## config.mk

```make
export PLATFORM = sky130hd
export DESIGN_NAME = fp_div_iter
export DESIGN_NICKNAME = d
export VERILOG_FILES = /design/src/rtl/fp_pkg.sv /design/src/rtl/fp_classify.sv /design/src/rtl/fp_div_iter.sv
export SDC_FILE = /design/constraint.sdc
export NUM_CORES = 1
export LEC_CHECK = 0
export CORE_MARGIN = 3
export CORE_UTILIZATION = 55
export CTS_BUF_LIST = sky130_fd_sc_hd__clkbuf_4
export DETAILED_ROUTE_END_ITERATION = 8
export PLACE_DENSITY = 0.79
export RECOVER_POWER = 50
export SETUP_SLACK_MARGIN = 0.05
export SYNTH_ARGS = -nofsm -noshare
export SYNTH_HDL_FRONTEND = slang
export SYNTH_SLANG_ARGS = --single-unit
```

## constraint.sdc

```tcl
create_clock -name clk -period 4.81 [get_ports clk]
set_input_delay 0.481 -clock clk [delete_from_list [all_inputs] [get_ports clk]]
set_output_delay 0.481 -clock clk [all_outputs]
set_load 0.05 [all_outputs]
```

## src/rtl/fp_pkg.sv

```systemverilog
// Shared definitions for the iterative floating-point divider: FSM state
// codes, operand classes and format-dependent constants.
package fp_pkg;

  localparam logic [1:0] IDLE = 2'd0;
  localparam logic [1:0] DIV  = 2'd1;
  localparam logic [1:0] NORM = 2'd2;
  localparam logic [1:0] DONE = 2'd3;

  typedef enum logic [1:0] {
    ZERO   = 2'd0,
    NORMAL = 2'd1,
    INF    = 2'd2,
    NAN    = 2'd3
  } fp_class_t;

  // Exponent bias for an E-bit exponent field: 2^(E-1)-1.
  function automatic int unsigned fp_bias(input int unsigned e);
    return (32'd1 << (e - 1)) - 32'd1;
  endfunction

  // Canonical quiet NaN (sign 0, exponent all ones, fraction MSB set),
  // right-aligned in 64 bits; callers cast to their own width.
  function automatic logic [63:0] fp_qnan(input int unsigned e, input int unsigned m);
    logic [63:0] v;
    v = ((64'd1 << e) - 64'd1) << m;
    v = v | (64'd1 << (m - 1));
    return v;
  endfunction

endpackage

```

## src/rtl/fp_classify.sv

```systemverilog
// Combinational operand classifier. Subnormals are reported as ZERO so the
// datapath never sees a denormal mantissa.
module fp_classify
  import fp_pkg::*;
#(
  parameter int E = 8,
  parameter int M = 23
) (
  input  logic [E+M:0] x,
  output fp_class_t    cls
);

  logic [E-1:0] exp_f;
  logic [M-1:0] frac_f;

  assign exp_f  = x[E+M-1:M];
  assign frac_f = x[M-1:0];

  // Decode the exponent/fraction fields into a class.
  always_comb begin
    cls = NORMAL;
    if (exp_f == '0) begin
      cls = ZERO;
    end else if (exp_f == '1) begin
      cls = (frac_f == '0) ? INF : NAN;
    end
  end

endmodule

```

## src/rtl/fp_div_iter.sv

```systemverilog
// Iterative IEEE-754-format divider: restoring radix-2 mantissa division,
// one quotient bit per cycle, truncating rounding, flush-to-zero. Special
// operands travel the same DIV/NORM path so latency never depends on data.
module fp_div_iter
  import fp_pkg::*;
#(
  parameter  int E  = 8,
  parameter  int M  = 23,
  localparam int DW = 1 + E + M
) (
  input  logic          clk,
  input  logic          rst_n,
  input  logic          in_valid,
  output logic          in_ready,
  input  logic [DW-1:0] dividend,
  input  logic [DW-1:0] divisor,
  output logic          out_valid,
  input  logic          out_ready,
  output logic [DW-1:0] quotient,
  output logic [3:0]    flags
);

  localparam int CW = $clog2(M + 3);
  localparam logic [DW-1:0]      QNAN = DW'(fp_qnan(E, M));
  localparam logic signed [E+1:0] BIAS = (E + 2)'(fp_bias(E));
  localparam logic signed [E+1:0] EMAX = (E + 2)'((1 << E) - 1);

  logic [1:0]    state;
  logic [CW-1:0] cnt;
  logic          sign;
  logic [E-1:0]  ea, eb;
  logic [M+1:0]  rem;
  logic [M:0]    dsr;
  logic [M+1:0]  q;
  fp_class_t     cls_a, cls_b, ca, cb;

  logic                 ge;
  logic [M+1:0]         rem_sel;
  logic signed [E+1:0]  exp_s;
  logic [M-1:0]         frac_n;
  logic [DW-1:0]        res_q;
  logic [3:0]           res_f;

  fp_classify #(.E(E), .M(M)) u_cls_a (.x(dividend), .cls(cls_a));
  fp_classify #(.E(E), .M(M)) u_cls_b (.x(divisor),  .cls(cls_b));

  assign in_ready  = (state == IDLE);
  assign out_valid = (state == DONE);

  // One restoring-division step: subtract when the partial remainder covers the divisor.
  always_comb begin
    ge      = (rem >= {1'b0, dsr});
    rem_sel = ge ? (rem - {1'b0, dsr}) : rem;
  end

  // Normalise the quotient, then let special classes override the numeric result.
  always_comb begin
    exp_s  = $signed({2'b00, ea}) - $signed({2'b00, eb}) + BIAS
             - (q[M+1] ? (E + 2)'(0) : (E + 2)'(1));
    frac_n = q[M+1] ? q[M:1] : q[M-1:0];
    res_q  = {sign, exp_s[E-1:0], frac_n};
    res_f  = 4'b0000;
    if (ca == NAN || cb == NAN || (ca == ZERO && cb == ZERO) || (ca == INF && cb == INF)) begin
      res_q = QNAN;
      res_f = 4'b1000;
    end else if (ca == NORMAL && cb == ZERO) begin
      res_q = {sign, {E{1'b1}}, {M{1'b0}}};
      res_f = 4'b0100;
    end else if (ca == INF) begin
      res_q = {sign, {E{1'b1}}, {M{1'b0}}};
    end else if (cb == INF || ca == ZERO) begin
      res_q = {sign, {(E + M){1'b0}}};
    end else if (exp_s >= EMAX) begin
      res_q = {sign, {E{1'b1}}, {M{1'b0}}};
      res_f = 4'b0010;
    end else if (exp_s <= 0) begin
      res_q = {sign, {(E + M){1'b0}}};
      res_f = 4'b0001;
    end
  end

  // Control FSM and datapath registers.
  // DIV spends M+2 cycles producing quotient bits and one more seeing the
  // counter at zero, which gives the fixed M+4 edge latency to out_valid.
  always_ff @(posedge clk or negedge rst_n) begin
    if (!rst_n) begin
      state    <= IDLE;
      cnt      <= '0;
      sign     <= 1'b0;
      ea       <= '0;
      eb       <= '0;
      rem      <= '0;
      dsr      <= '0;
      q        <= '0;
      ca       <= ZERO;
      cb       <= ZERO;
      quotient <= '0;
      flags    <= '0;
    end else begin
      case (state)
        IDLE: begin
          if (in_valid) begin
            state <= DIV;
            cnt   <= CW'(M + 2);
            sign  <= dividend[DW-1] ^ divisor[DW-1];
            ea    <= dividend[DW-2:M];
            eb    <= divisor[DW-2:M];
            rem   <= {2'b01, dividend[M-1:0]};
            dsr   <= {1'b1, divisor[M-1:0]};
            q     <= '0;
            ca    <= cls_a;
            cb    <= cls_b;
          end
        end
        DIV: begin
          if (cnt == '0) begin
            state <= NORM;
          end else begin
            cnt <= cnt - CW'(1);
            q   <= {q[M:0], ge};
            rem <= rem_sel << 1;
          end
        end
        NORM: begin
          quotient <= res_q;
          flags    <= res_f;
          state    <= DONE;
        end
        DONE: begin
          if (out_ready) state <= IDLE;
        end
        default: state <= IDLE;
      endcase
    end
  end

endmodule

```

# == After elaboration in Yosys (flattened, before gate mapping) ==
# Index checks and enable logic that the tools add are counted.
# classes
n_bitwise,1
n_addsub,5
n_reduce_logical,19
magnitude_cmp,3
eq_ne,14
muxes,34
# ops
op,count
31-bit 2-to-1 mux,5
25-bit 2-to-1 mux,4
25-bit one-hot mux with 2 select lines,2
23-bit zero test,2
32-bit 2-to-1 mux,1
25-bit by 24-bit >= comparator with 1-bit output,1
24-bit 2-to-1 mux,1
24-bit subtractor,1
23-bit 2-to-1 mux,1
2-bit 2-to-1 mux,10
8-bit equality test (second input constant),2
8-bit zero test,2
2-bit equality test (second input constant),6
9-bit by 8-bit adder with 10-bit output (second input constant),1
10-bit by 9-bit >= comparator with 1-bit output (second input constant),1
10-bit by 1-bit <= comparator with 1-bit output (second input constant),1
5-bit 2-to-1 mux,2
5-bit one-hot mux with 2 select lines,1
10-bit by 2-bit subtractor with 10-bit output,1
8-bit by 8-bit subtractor with 9-bit output,1
2-bit one-hot mux with 4 select lines,1
2-bit zero test,3
2-bit inequality test (second input constant),3
3-bit AND reduction,2
other kinds (12),21
# word_totals
elab_cells,88
reg_bits,138
out_inout_bits,38
in_bits,68

# == Longest topological paths before layout ==
# Gate-level depths: netlist of the first run.
# depth
depth_word,10
ltp_mapped,20
depth_no_buf,18

# == By module ==
# A second synthesis of the first run with hierarchy kept.
# unflattened
hier_cells,869
area_unflattened_um2,8345.5
# modules_own_cells
mod,area_each_um2,seq_area_each_um2,n_inst,cells_per_inst
fp_div_iter,8152.8,3453.3,1,841
fp_classify,96.3,0.0,2,14

# == Worst setup path after synthesis of the first run ==
# OpenSTA, ideal clock, no wires.
# synth_path
path_type,flip-flop to flip-flop
startpoint,register ea[0]
endpoint,register quotient[12]
synth_period_minus_slack_ps,3708
n_path_buf,2
setup_ps,139
slack_ps,1102
stages_incl_launch_ff,19
t_arrival_ps,3569
required_time_ps,4671
path_cell_list,dfrtp_1 -> inv_1 -> ha_1 -> inv_1 -> fa_1 -> a211o_1 -> a21oi_1 -> nand2b_1 -> nand2b_1 -> xor2_1 -> inv_1 -> ha_1 -> clkbuf_1 -> o2111ai_1 -> a211oi_2 -> a31oi_4 -> nor2_2 -> buf_6 -> o41ai_2
# synth_between
elab_chain_cells,10
word_cells_on_any_way,11
classes_between,add/sub: 3; order compare: 2; mux: 6
# synth_rtl
item,line,source
from (decl),fp_div_iter.sv:31,"logic [E-1:0] ea, eb;"
from (signal assigned),fp_div_iter.sv:106,ea <= dividend[DW-2:M];
8-bit by 8-bit subtractor with 9-bit output *,fp_div_iter.sv:58,"exp_s = $signed({2'b00, ea}) - $signed({2'b00, eb}) + BIAS"
9-bit by 8-bit adder with 10-bit output *,fp_div_iter.sv:58,
10-bit by 2-bit subtractor with 10-bit output *,fp_div_iter.sv:59,- (q[M+1] ? (E + 2)'(0) : (E + 2)'(1));
10-bit by 1-bit <= comparator with 1-bit output,fp_div_iter.sv:76,end else if (exp_s <= 0) begin
31-bit 2-to-1 mux,fp_div_iter.sv:76,
31-bit 2-to-1 mux *,fp_div_iter.sv:73,end else if (exp_s >= EMAX) begin
31-bit 2-to-1 mux *,fp_div_iter.sv:71,end else if (cb == INF || ca == ZERO) begin
31-bit 2-to-1 mux *,fp_div_iter.sv:69,end else if (ca == INF) begin
31-bit 2-to-1 mux *,fp_div_iter.sv:66,end else if (ca == NORMAL && cb == ZERO) begin
32-bit 2-to-1 mux *,fp_div_iter.sv:63,if (ca == NAN || cb == NAN || (ca == ZERO && cb == ZERO) || (ca == INF && cb == INF)) begin
to (signal assigned),fp_div_iter.sv:125,quotient <= res_q;
to (decl),fp_div_iter.sv:19,"output logic [DW-1:0] quotient,"
# Mark *: on every way between the ends. The rest lies on a longest branch, timed or not.
# A chain may end at the register's enable or synchronous reset.

# == Final worst setup path of the first run ==
# layout_path
startpoint,register eb[1]
endpoint,register quotient[14]
# layout_between
elab_chain_cells,10
word_cells_on_any_way,11
classes_between,add/sub: 3; order compare: 2; mux: 6
# layout_rtl
item,line,source
from (decl),fp_div_iter.sv:31,
from (signal assigned),fp_div_iter.sv:107,eb <= divisor[DW-2:M];
8-bit by 8-bit subtractor with 9-bit output *,fp_div_iter.sv:58,
9-bit by 8-bit adder with 10-bit output *,fp_div_iter.sv:58,
10-bit by 2-bit subtractor with 10-bit output *,fp_div_iter.sv:59,
10-bit by 1-bit <= comparator with 1-bit output,fp_div_iter.sv:76,
31-bit 2-to-1 mux,fp_div_iter.sv:76,
31-bit 2-to-1 mux *,fp_div_iter.sv:73,
31-bit 2-to-1 mux *,fp_div_iter.sv:71,
31-bit 2-to-1 mux *,fp_div_iter.sv:69,
31-bit 2-to-1 mux *,fp_div_iter.sv:66,
32-bit 2-to-1 mux *,fp_div_iter.sv:63,
# Marks and branches as above.

==> Flow_metrics.wiki, run 1 <==
{| class="wikitable"
! Metric !! Value
|-
| Buffers inserted by post-CTS timing repair || 0
|-
| Transition at the pin with the smallest max-transition slack || 2.709 ns
|-
| Routed wirelength normalized by instance count || 16.70 um
|-
| Register-to-register setup slack || 0.56 ns
|-
| Clock sink count || 138
|-
| Drt via density || 5.846
|-
| Netlist cell types || 70
|-
| Final HPWL from detailed placement || 14.39 mm
|-
| Arrival time of data at the critical path endpoint || 4.70 ns
|-
| Worst r2r src || eb[1]$_DFFE_PN0P_
|-
| Hold path depth || 2
|-
| Worst min-delay path startpoint || dsr[23]$_DFFE_PN0P_
|-
| Proportion of register bits with asynchronous set or reset after synthesis || 100.0%
|-
| Layout cells sized above 1 || 12.67%
|-
| Resize count post-CTS || 0
|-
| Std-Cell Core Area || 15260 um^2
|-
| Height of the chip || 131.0 um
|-
| Run status || complete, but fails checks
|-
| Count of flip-flops with a built-in enable after synthesis || 0
|-
| Max-Slew Margin vs Limit || -80.63%
|-
| Startpoint kind of the worst setup timing path || flop
|-
| Non-filler cells in the finished layout || 1191
|-
| Sum of negative setup slack || 0 ns
|-
| Count of placed standard cells including taps || 1158
|-
| Drt drc || 0
|-
| Antenna violations before repair || 1
|-
| Warning count from the yosys run || 0
|-
| Most frequently used cell type in the post-synthesis netlist || sky130_fd_sc_hd__dfrtp_1
|-
| Antenna-violating nets left || 0
|-
| Net count after synthesis || 991
|-
| Total of hold buffers inserted after clock tree synthesis || 0
|-
| Num CTS Buffers || 17
|-
| Final hold violation count || 0
|-
| Final setup viols || 0
|-
| Post-synthesis register bit count || 138
|-
| Leftover overflow at the end of global routing || 0
|-
| Class of the worst hold path || flop to flop
|-
| Library cell occupying the most area in the post-synthesis netlist || sky130_fd_sc_hd__dfrtp_1
|-
| Post-Synthesis Cells || 876
|-
| Total wire length after detailed routing || 19.89 mm
|-
| Mean instance size in the synthesized netlist || 9.805 um^2
|-
| Number of standard-cell rows in the floorplan || 45
|-
| Via count of the first global-routing pass || 6706
|-
| Number of search-and-repair iterations in the first detailed-routing pass || 5
|-
| Yosys top cell area share || 40.20%
|-
| Worst flop-to-flop path endpoint || quotient[14]$_DFFE_PN0P_
|-
| Final number of max-transition violations || 191
|-
| Max Root-Sink Buffers || 2
|-
| Cell Area, Synth || 8589 um^2
|-
| Clock tree from TritonCTS || done
|-
| Root Buffer || sky130_fd_sc_hd__clkbuf_4
|-
| Fmax || 235.4 MHz
|-
| Wire length of the first global-routing pass || 32.96 mm
|-
| Ratio of final minimum period to clock period || 88.34%
|-
| Number of cells traversed by the worst register-to-register path || 16
|-
| Failing checks || max-capacitance violations, max-slew violations
|-
| Required time of the critical path || 5.26 ns
|-
| Gp weighted congestion || 0.9131
|-
| Synthesis-to-finish area growth || 16.62%
|-
| DIE AREA || 17150 um^2
|-
| Final critical path time including I/O delays and setup || 4.249 ns
|-
| Die extent in x || 131.0 um
|-
| Post-synthesis sequential area ratio || 40.20%
|-
| Maximum capacitance violations || 3
|-
| Clock input transition at the sequential cells of the worst setup and hold paths || 0.12 ns
|-
| Hold Slack || 0.4794 ns
|-
| DRC violation total after the first TritonRoute iteration || 532
|-
| Effective utilization at floorplan || 56.29%
|-
| Sort of element at the end of the critical path || flop
|-
| Critical path type || flop to flop
|-
| Count of buffers inserted at the top-level ports || 105
|-
| Synth top cells by count || sky130_fd_sc_hd__dfrtp_1, sky130_fd_sc_hd__nand2_1, sky130_fd_sc_hd__inv_1, sky130_fd_sc_hd__ha_1
|-
| Non-Filler Cell Area, Final || 10020 um^2
|-
| Clk_lat worst skew || 0.58 ns
|-
| Count of boundary I/O pins || 106
|-
| Nets || 1081
|-
| Vias after detailed routing || 6962
|-
| Commonest register cell after synthesis || sky130_fd_sc_hd__dfrtp_1
|-
| H-tree levels || 4
|-
| Maximum fanout along the worst path || 24
|-
| Hold Path End || dsr[23]$_DFFE_PN0P_
|-
| Clock skew after layout || 0.01465 ns
|-
| Cell area after placement || 9797 um^2
|-
| Global-route usage over all layers || 24.16%
|-
| Setup repair after global routing missed its margin || no
|-
| Maximum number of pins on one net before global-route repair || 109
|-
| Top area cells in the synthesized netlist || sky130_fd_sc_hd__dfrtp_1, sky130_fd_sc_hd__ha_1, sky130_fd_sc_hd__mux2_2
|}
## how the worst max path moves through the flow
stage	from	end	cells past startpoint
3_5_place_dp	ea[1]$_DFFE_PN0P_	quotient[0]$_DFFE_PN0P_	15
6_report	eb[1]$_DFFE_PN0P_	quotient[14]$_DFFE_PN0P_	16
5_1_grt	ea[0]$_DFFE_PN0P_	quotient[2]$_DFFE_PN0P_	18
2_1_floorplan	ea[0]$_DFFE_PN0P_	quotient[12]$_DFFE_PN0P_	18
4_1_cts	ea[1]$_DFFE_PN0P_	quotient[2]$_DFFE_PN0P_	15
3_3_place_gp	ea[0]$_DFFE_PN0P_	quotient[3]$_DFFE_PN0P_	18
## metal layers
metal  part of all wire, %  track usage, %  up-vias
met3                   5.1           4.553       32
met5                     0               0        -
met4                   1.9           8.046        0
li1                      -               -     3379
met2                    47           38.59      205
met1                    46           33.28     3346
## worst max-delay path, stage by stage, from the launching register on
cell	delay (ns)
sky130_fd_sc_hd__dfrtp_1	0.40
sky130_fd_sc_hd__inv_1	0.11
sky130_fd_sc_hd__ha_1	0.23
sky130_fd_sc_hd__nor2b_1	0.14
sky130_fd_sc_hd__o221a_2	0.27
sky130_fd_sc_hd__o311ai_4	0.36
sky130_fd_sc_hd__or2b_1	0.27
sky130_fd_sc_hd__a21oi_1	0.17
sky130_fd_sc_hd__xnor2_1	0.09
sky130_fd_sc_hd__ha_1	0.35
sky130_fd_sc_hd__inv_1	0.10
sky130_fd_sc_hd__or3_1	0.36
sky130_fd_sc_hd__a2111oi_1	0.56
sky130_fd_sc_hd__nor2_1	0.14
sky130_fd_sc_hd__nand2_2	0.08
sky130_fd_sc_hd__buf_4	0.34
sky130_fd_sc_hd__o41ai_2	0.14
## final cells by class
type	count	area, um^2
diodes	1	2.502
clock buffers	18	135.1
clock inverters	14	98.84
fillers	1248	5241
inverters	56	210.2
multi-input cells	637	4732
flip-flops and latches	138	3453
well taps	211	264.0
repair buffers	116	1121
## placed cells by master, fill, tap and decap left out, types with 13 or more instances in the layout
master                            count
sky130_fd_sc_hd__dfrtp_1            138
sky130_fd_sc_hd__nand2_1            109
sky130_fd_sc_hd__clkdlybuf4s50_1    104
sky130_fd_sc_hd__inv_1               53
sky130_fd_sc_hd__ha_1                44
sky130_fd_sc_hd__mux2i_1             40
sky130_fd_sc_hd__mux2_2              40
sky130_fd_sc_hd__o21ai_0             33
sky130_fd_sc_hd__nor2_1              32
sky130_fd_sc_hd__nand3_1             31
sky130_fd_sc_hd__a21oi_1             30
sky130_fd_sc_hd__xnor2_1             22
sky130_fd_sc_hd__a22oi_1             21
sky130_fd_sc_hd__o41ai_2             19
sky130_fd_sc_hd__nor4_1              18
sky130_fd_sc_hd__clkbuf_4            18
sky130_fd_sc_hd__a21o_1              16
sky130_fd_sc_hd__o21a_1              14
sky130_fd_sc_hd__o211ai_1            13
## metrics by stage
stage,setup slack [ns],util [%]
2_1_floorplan,1.102,-
3_3_place_gp,0.7731,64.21
3_5_place_dp,0.5998,64.21
4_1_cts,0.5755,65.74
5_1_grt,0.1968,65.65
6_report,0.5611,65.65
## cell families (layout without fill, tap and decap cells)
logic type               Yosys count  count (layout)  share of synthesized area [%]
flip-flops                       138             138                          40.20
AND/OR/NAND/NOR                  261             261                          14.42
adder cells (fa/ha/maj)           47              47                          7.109
multiplexers                      80              80                          9.905
other                              0               1                              0
buffers and inverters            101             204                          4.792
AO/OA/AOI/OAI                    215             215                          20.10
XOR/XNOR                          34              34                          3.467
## flip-flops by register name (all words and copies together), names as in the netlist
name      flops
cb            2
ea            8
cnt           5
q            25
rem          25
dsr          24
flags         4
eb            8
sign          1
state         2
quotient     32
ca            2
Power of run 1 is left out: the tool's default activity adds up to more than one toggle a clock period on the data nets, which glitch-free logic cannot reach.
==> run 2, diff against run 1 <==
- ABC_AREA: default -> 1
==> run 2 against run 1 <==
Effect of this change: the flow still finishes with violations (max-capacitance violations, max-slew violations); flip-flop and latch count stayed put; area after synthesis fell by 1.3%; worst setup slack improved by 0.28 ns; hold slack got worse by 0.0076 ns; non-clock buffer count rose by 1; sequential share of layout area increased by 0.35 points; synthesized cell count up 27%; fmax rose by 7.0%; cell count rose by 17%; core utilization is 1.3 points higher; register-to-register slack better by 0.28 ns; critical path type unchanged; largest cell class unchanged.
==> Flow_metrics.wiki, run 2 <==
{| class="wikitable"
! Metric !! Value
|-
| Run status || complete, but fails checks
|-
| Failing checks || max-capacitance violations, max-slew violations
|-
| Antenna cell count || 0 (-1)
|-
| Leftover overflow at the end of global routing || 0 (unchanged)
|-
| Sequence of cells on the critical path || inv_1 > ha_1 > inv_1 > fa_1 > nand3_2 > nand3_2 > a21oi_1 > o21ai_0 > xor2_1 > ha_1 > or2_2 > nand3_1 > nand2_1 > nand2_1 > nand3_2 > nand2_1 > nand2_1 > a21oi_1
|-
| Clock input transition at the sequential cells of the worst setup and hold paths || 0.12 ns (about the same)
|-
| Warning count from the yosys run || 0 (unchanged)
|-
| Final HPWL from detailed placement || 14.91 mm (+3.6%)
|-
| Yosys top cell area share || 40.74% (+0.54 points)
|-
| Required time of the critical path || 5.27 ns (about the same)
|-
| Max Root-Sink Buffers || 2 (unchanged)
|-
| Post-Synthesis Cells || 1109 (+27%)
|-
| Sort of element at the end of the critical path || flop
|-
| Post-synthesis sequential area ratio || 40.74% (+0.54 points)
|-
| XOR/XNOR Fraction of Synth Area || 2.273% (-1.2 points)
|-
| Class of the worst hold path || flop to flop
|-
| Global-route usage over all layers || 24.83% (+0.67 points)
|-
| Ratio of final minimum period to clock period || 82.54% (-5.8 points)
|-
| Most used cell along the critical path || sky130_fd_sc_hd__nand2_1
|-
| Sum of negative setup slack || 0 ns (unchanged)
|-
| Mean instance size in the synthesized netlist || 7.643 um^2 (-22%)
|-
| Gp weighted congestion || 0.8970 (-1.8%)
|-
| H-tree levels || 4 (unchanged)
|-
| Mux share of post-synthesis cell area || 0% (-9.9 points)
|-
| Clock tree from TritonCTS || done
|-
| Setup repair after global routing missed its margin || no
|-
| Worst min-delay path startpoint || dsr[23]$_DFFE_PN0P_
|-
| Max reg flops || 32 (unchanged)
|-
| Drt via density || 5.545 (-5.1%)
|-
| Synthesis-to-finish area growth || 17.01%
|-
| Post-synthesis simple-gate area fraction || 24.86% (+10 points)
|-
| Register-to-register setup slack || 0.84 ns (+0.28 ns)
|-
| Clock sink count || 138 (unchanged)
|-
| Number of search-and-repair iterations in the first detailed-routing pass || 5 (unchanged)
|-
| Hold Path End || dsr[23]$_DFFE_PN0P_
|-
| Post-synthesis register bit count || 138 (unchanged)
|-
| Synthesized-area fraction occupied by ao, oa, aoi and oai cells || 16.11% (-4.0 points)
|-
| Most frequently used cell type in the post-synthesis netlist || sky130_fd_sc_hd__nand2_1
|-
| Height of the chip || 130.1 um (-0.64%)
|-
| Non-Filler Cell Area, Final || 9917 um^2 (-1.0%)
|-
| Count of flip-flops with a built-in enable after synthesis || 0 (unchanged)
|-
| Layout cells sized above 1 || 5.936% (-6.7 points)
|-
| Largest register by flop count || quotient
|-
| Most common cell after layout, fill and taps aside || sky130_fd_sc_hd__nand2_1
|-
| Num CTS Buffers || 17 (unchanged)
|-
| Critical path type || flop to flop
|-
| Commonest cells after routing, fill and taps aside || sky130_fd_sc_hd__nand2_1, sky130_fd_sc_hd__inv_1, sky130_fd_sc_hd__dfrtp_1, sky130_fd_sc_hd__o21ai_0, sky130_fd_sc_hd__clkdlybuf4s50_1
|-
| Final setup viols || 0 (unchanged)
|-
| Proportion of register bits with asynchronous set or reset after synthesis || 100.0% (unchanged)
|-
| Count of boundary I/O pins || 106 (unchanged)
|-
| Cell area after placement || 9656 um^2 (-1.4%)
|-
| Std-Cell Core Area || 14810 um^2 (-2.9%)
|-
| Clock skew after layout || 0.01482 ns (+0.0001683 ns)
|-
| Number of cells traversed by the worst register-to-register path || 18 (+2)
|-
| Worst flop-to-flop path endpoint || quotient[24]$_DFFE_PN0P_
|-
| Buffers inserted by post-CTS timing repair || 0 (unchanged)
|-
| Synth top cells by count || sky130_fd_sc_hd__nand2_1, sky130_fd_sc_hd__inv_1, sky130_fd_sc_hd__dfrtp_1, sky130_fd_sc_hd__o21ai_0, sky130_fd_sc_hd__nor2_1
|-
| Top area cells in the synthesized netlist || sky130_fd_sc_hd__dfrtp_1, sky130_fd_sc_hd__nand2_1, sky130_fd_sc_hd__ha_1
|-
| Clk_lat worst skew || 0.53 ns (-0.05 ns)
|-
| Synthesized-area fraction occupied by adder cells || 7.204% (+0.095 points)
|-
| Effective utilization at floorplan || 57.23% (+0.94 points)
|-
| Largest registers || quotient x32, q x25, rem x25
|-
| Max-Slew Margin vs Limit || -161.8% (-81 points)
|-
| Arrival time of data at the critical path endpoint || 4.43 ns (-0.27 ns)
|-
| Count of buffers inserted at the top-level ports || 105 (unchanged)
|-
| Maximum capacitance violations || 1 (-2)
|-
| Routed wirelength normalized by instance count || 14.66 um (-12%)
|-
| Drt drc || 0 (unchanged)
|-
| Commonest register cell after synthesis || sky130_fd_sc_hd__dfrtp_1
|-
| Antenna violations before repair || 0 (-1)
|-
| Total of hold buffers inserted after clock tree synthesis || 0 (unchanged)
|-
| Maximum fanout along the worst path || 31 (+29%)
|-
| DRC violation total after the first TritonRoute iteration || 646 (+21%)
|-
| Wire length of the first global-routing pass || 33.96 mm (+3.0%)
|-
| DIE AREA || 16940 um^2 (-1.3%)
|-
| Fmax || 251.9 MHz (+7.0%)
|-
| Startpoint kind of the worst setup timing path || flop
|-
| Slowest cell on crit path || sky130_fd_sc_hd__nand3_2
|-
| Cell Area, Synth || 8476 um^2 (-1.3%)
|-
| Worst path max stage delay || 0.62 ns (+0.06 ns)
|-
| Die extent in x || 130.1 um (-0.64%)
|-
| Root Buffer || sky130_fd_sc_hd__clkbuf_4
|-
| Nets || 1315 (+22%)
|-
| Maximum number of pins on one net before global-route repair || 88 (-19%)
|-
| Antenna-violating nets left || 0 (unchanged)
|-
| Vias after detailed routing || 7746 (+11%)
|-
| Final hold violation count || 0 (unchanged)
|-
| Transition at the pin with the smallest max-transition slack || 3.927 ns (+1.218 ns)
|-
| Final number of max-transition violations || 88 (-54%)
|-
| Hold path depth || 2 (unchanged)
|-
| Resize count post-CTS || 0 (unchanged)
|-
| Via count of the first global-routing pass || 7323 (+9.2%)
|-
| Library cell occupying the most area in the post-synthesis netlist || sky130_fd_sc_hd__dfrtp_1
|-
| Final critical path time including I/O delays and setup || 3.970 ns (-0.2789 ns)
|-
| Total wire length after detailed routing || 20.48 mm (+2.9%)
|-
| Number of standard-cell rows in the floorplan || 44 (-2.2%)
|-
| Combinational family with the most area after synthesis || simple AND/OR/NAND/NOR gates
|-
| Net count after synthesis || 1224 (+24%)
|-
| Netlist cell types || 38 (-46%)
|-
| Worst r2r src || ea[0]$_DFFE_PN0P_
|}
-- run 2: cell count changes after synthesis, moves of 12 or more --
cell and change:
sky130_fd_sc_hd__nand2_1 +148, sky130_fd_sc_hd__inv_1 +93, sky130_fd_sc_hd__o21ai_0 +77, sky130_fd_sc_hd__nor2_1 +41
sky130_fd_sc_hd__mux2_2 -40, sky130_fd_sc_hd__mux2i_1 -40, sky130_fd_sc_hd__a21oi_1 +31, sky130_fd_sc_hd__nand3_1 +21
sky130_fd_sc_hd__o41ai_2 -19, sky130_fd_sc_hd__nand3_2 +16, sky130_fd_sc_hd__nand4_1 +14, sky130_fd_sc_hd__o21a_1 -14
sky130_fd_sc_hd__o211ai_1 -12
-- run 2: routing by layer --
metal	track usage (%)	vias to the layer above	routed length (um)
li1	-	3876	-
met1	33.20	3671	9494
met2	41.49	181	9804
met3	5.117	18	921
met4	6.296	0	254
met5	0	-	0
-- run 2: worst max-delay path by stage --
stage | end | slack [ns] | depth (start not counted) | from
floorplan | quotient[12]$_DFFE_PN0P_ | 1.69 | 21 | ea[0]$_DFFE_PN0P_
global placement | quotient[22]$_DFFE_PN0P_ | 1.06 | 20 | ea[0]$_DFFE_PN0P_
detailed placement | quotient[24]$_DFFE_PN0P_ | 0.89 | 18 | ea[0]$_DFFE_PN0P_
CTS | quotient[24]$_DFFE_PN0P_ | 0.86 | 18 | ea[0]$_DFFE_PN0P_
global route | q[14]$_DFFE_PN0P_ | 0.35 | 2 | rst_n
finish | quotient[24]$_DFFE_PN0P_ | 0.84 | 18 | ea[0]$_DFFE_PN0P_
-- run 2: per-stage QoR --
stage / util (%) / std cells / setup WS [ns] / hold slack (ns)
2_1_floorplan: - / 1109 / 1.687 / 0.1854
3_3_place_gp: 65.20 / 1365 / 1.061 / 0.4425
3_5_place_dp: 65.20 / 1365 / 0.8889 / 0.4432
4_1_cts: 66.98 / 1397 / 0.8592 / 0.009052
5_1_grt: 66.97 / 1397 / 0.3544 / 0.4794
6_report: 66.97 / 1397 / 0.8400 / 0.4718
-- run 2: final cells by class --
class	instances	area, um^2
clock inverters	14	128.9
inverters	147	551.8
well taps	184	230.2
repair buffers	117	1140
clock buffers	18	135.1
multi-input cells	779	4278
fillers	1300	4892
flip-flops and latches	138	3453
-- run 2: cells by family (layout without fill, tap and decap cells) --
family | after synthesis | count (layout)
buf+inv | 192 | 296
simple gates | 470 | 470
xor+xnor | 22 | 22
compound gates | 240 | 240
fa+ha+maj | 47 | 47
flops | 138 | 138
-- run 2: critical path, delay by kind of cell, from the launching register on --
kind	cells	cell delay, ns
compound gates	3	0.41
xor+xnor	1	0.23
fa+ha+maj	3	0.85
buf+inv	2	0.13
flops	1	0.39
simple gates	9	1.87
Power of run 2 is left out for the same reason.
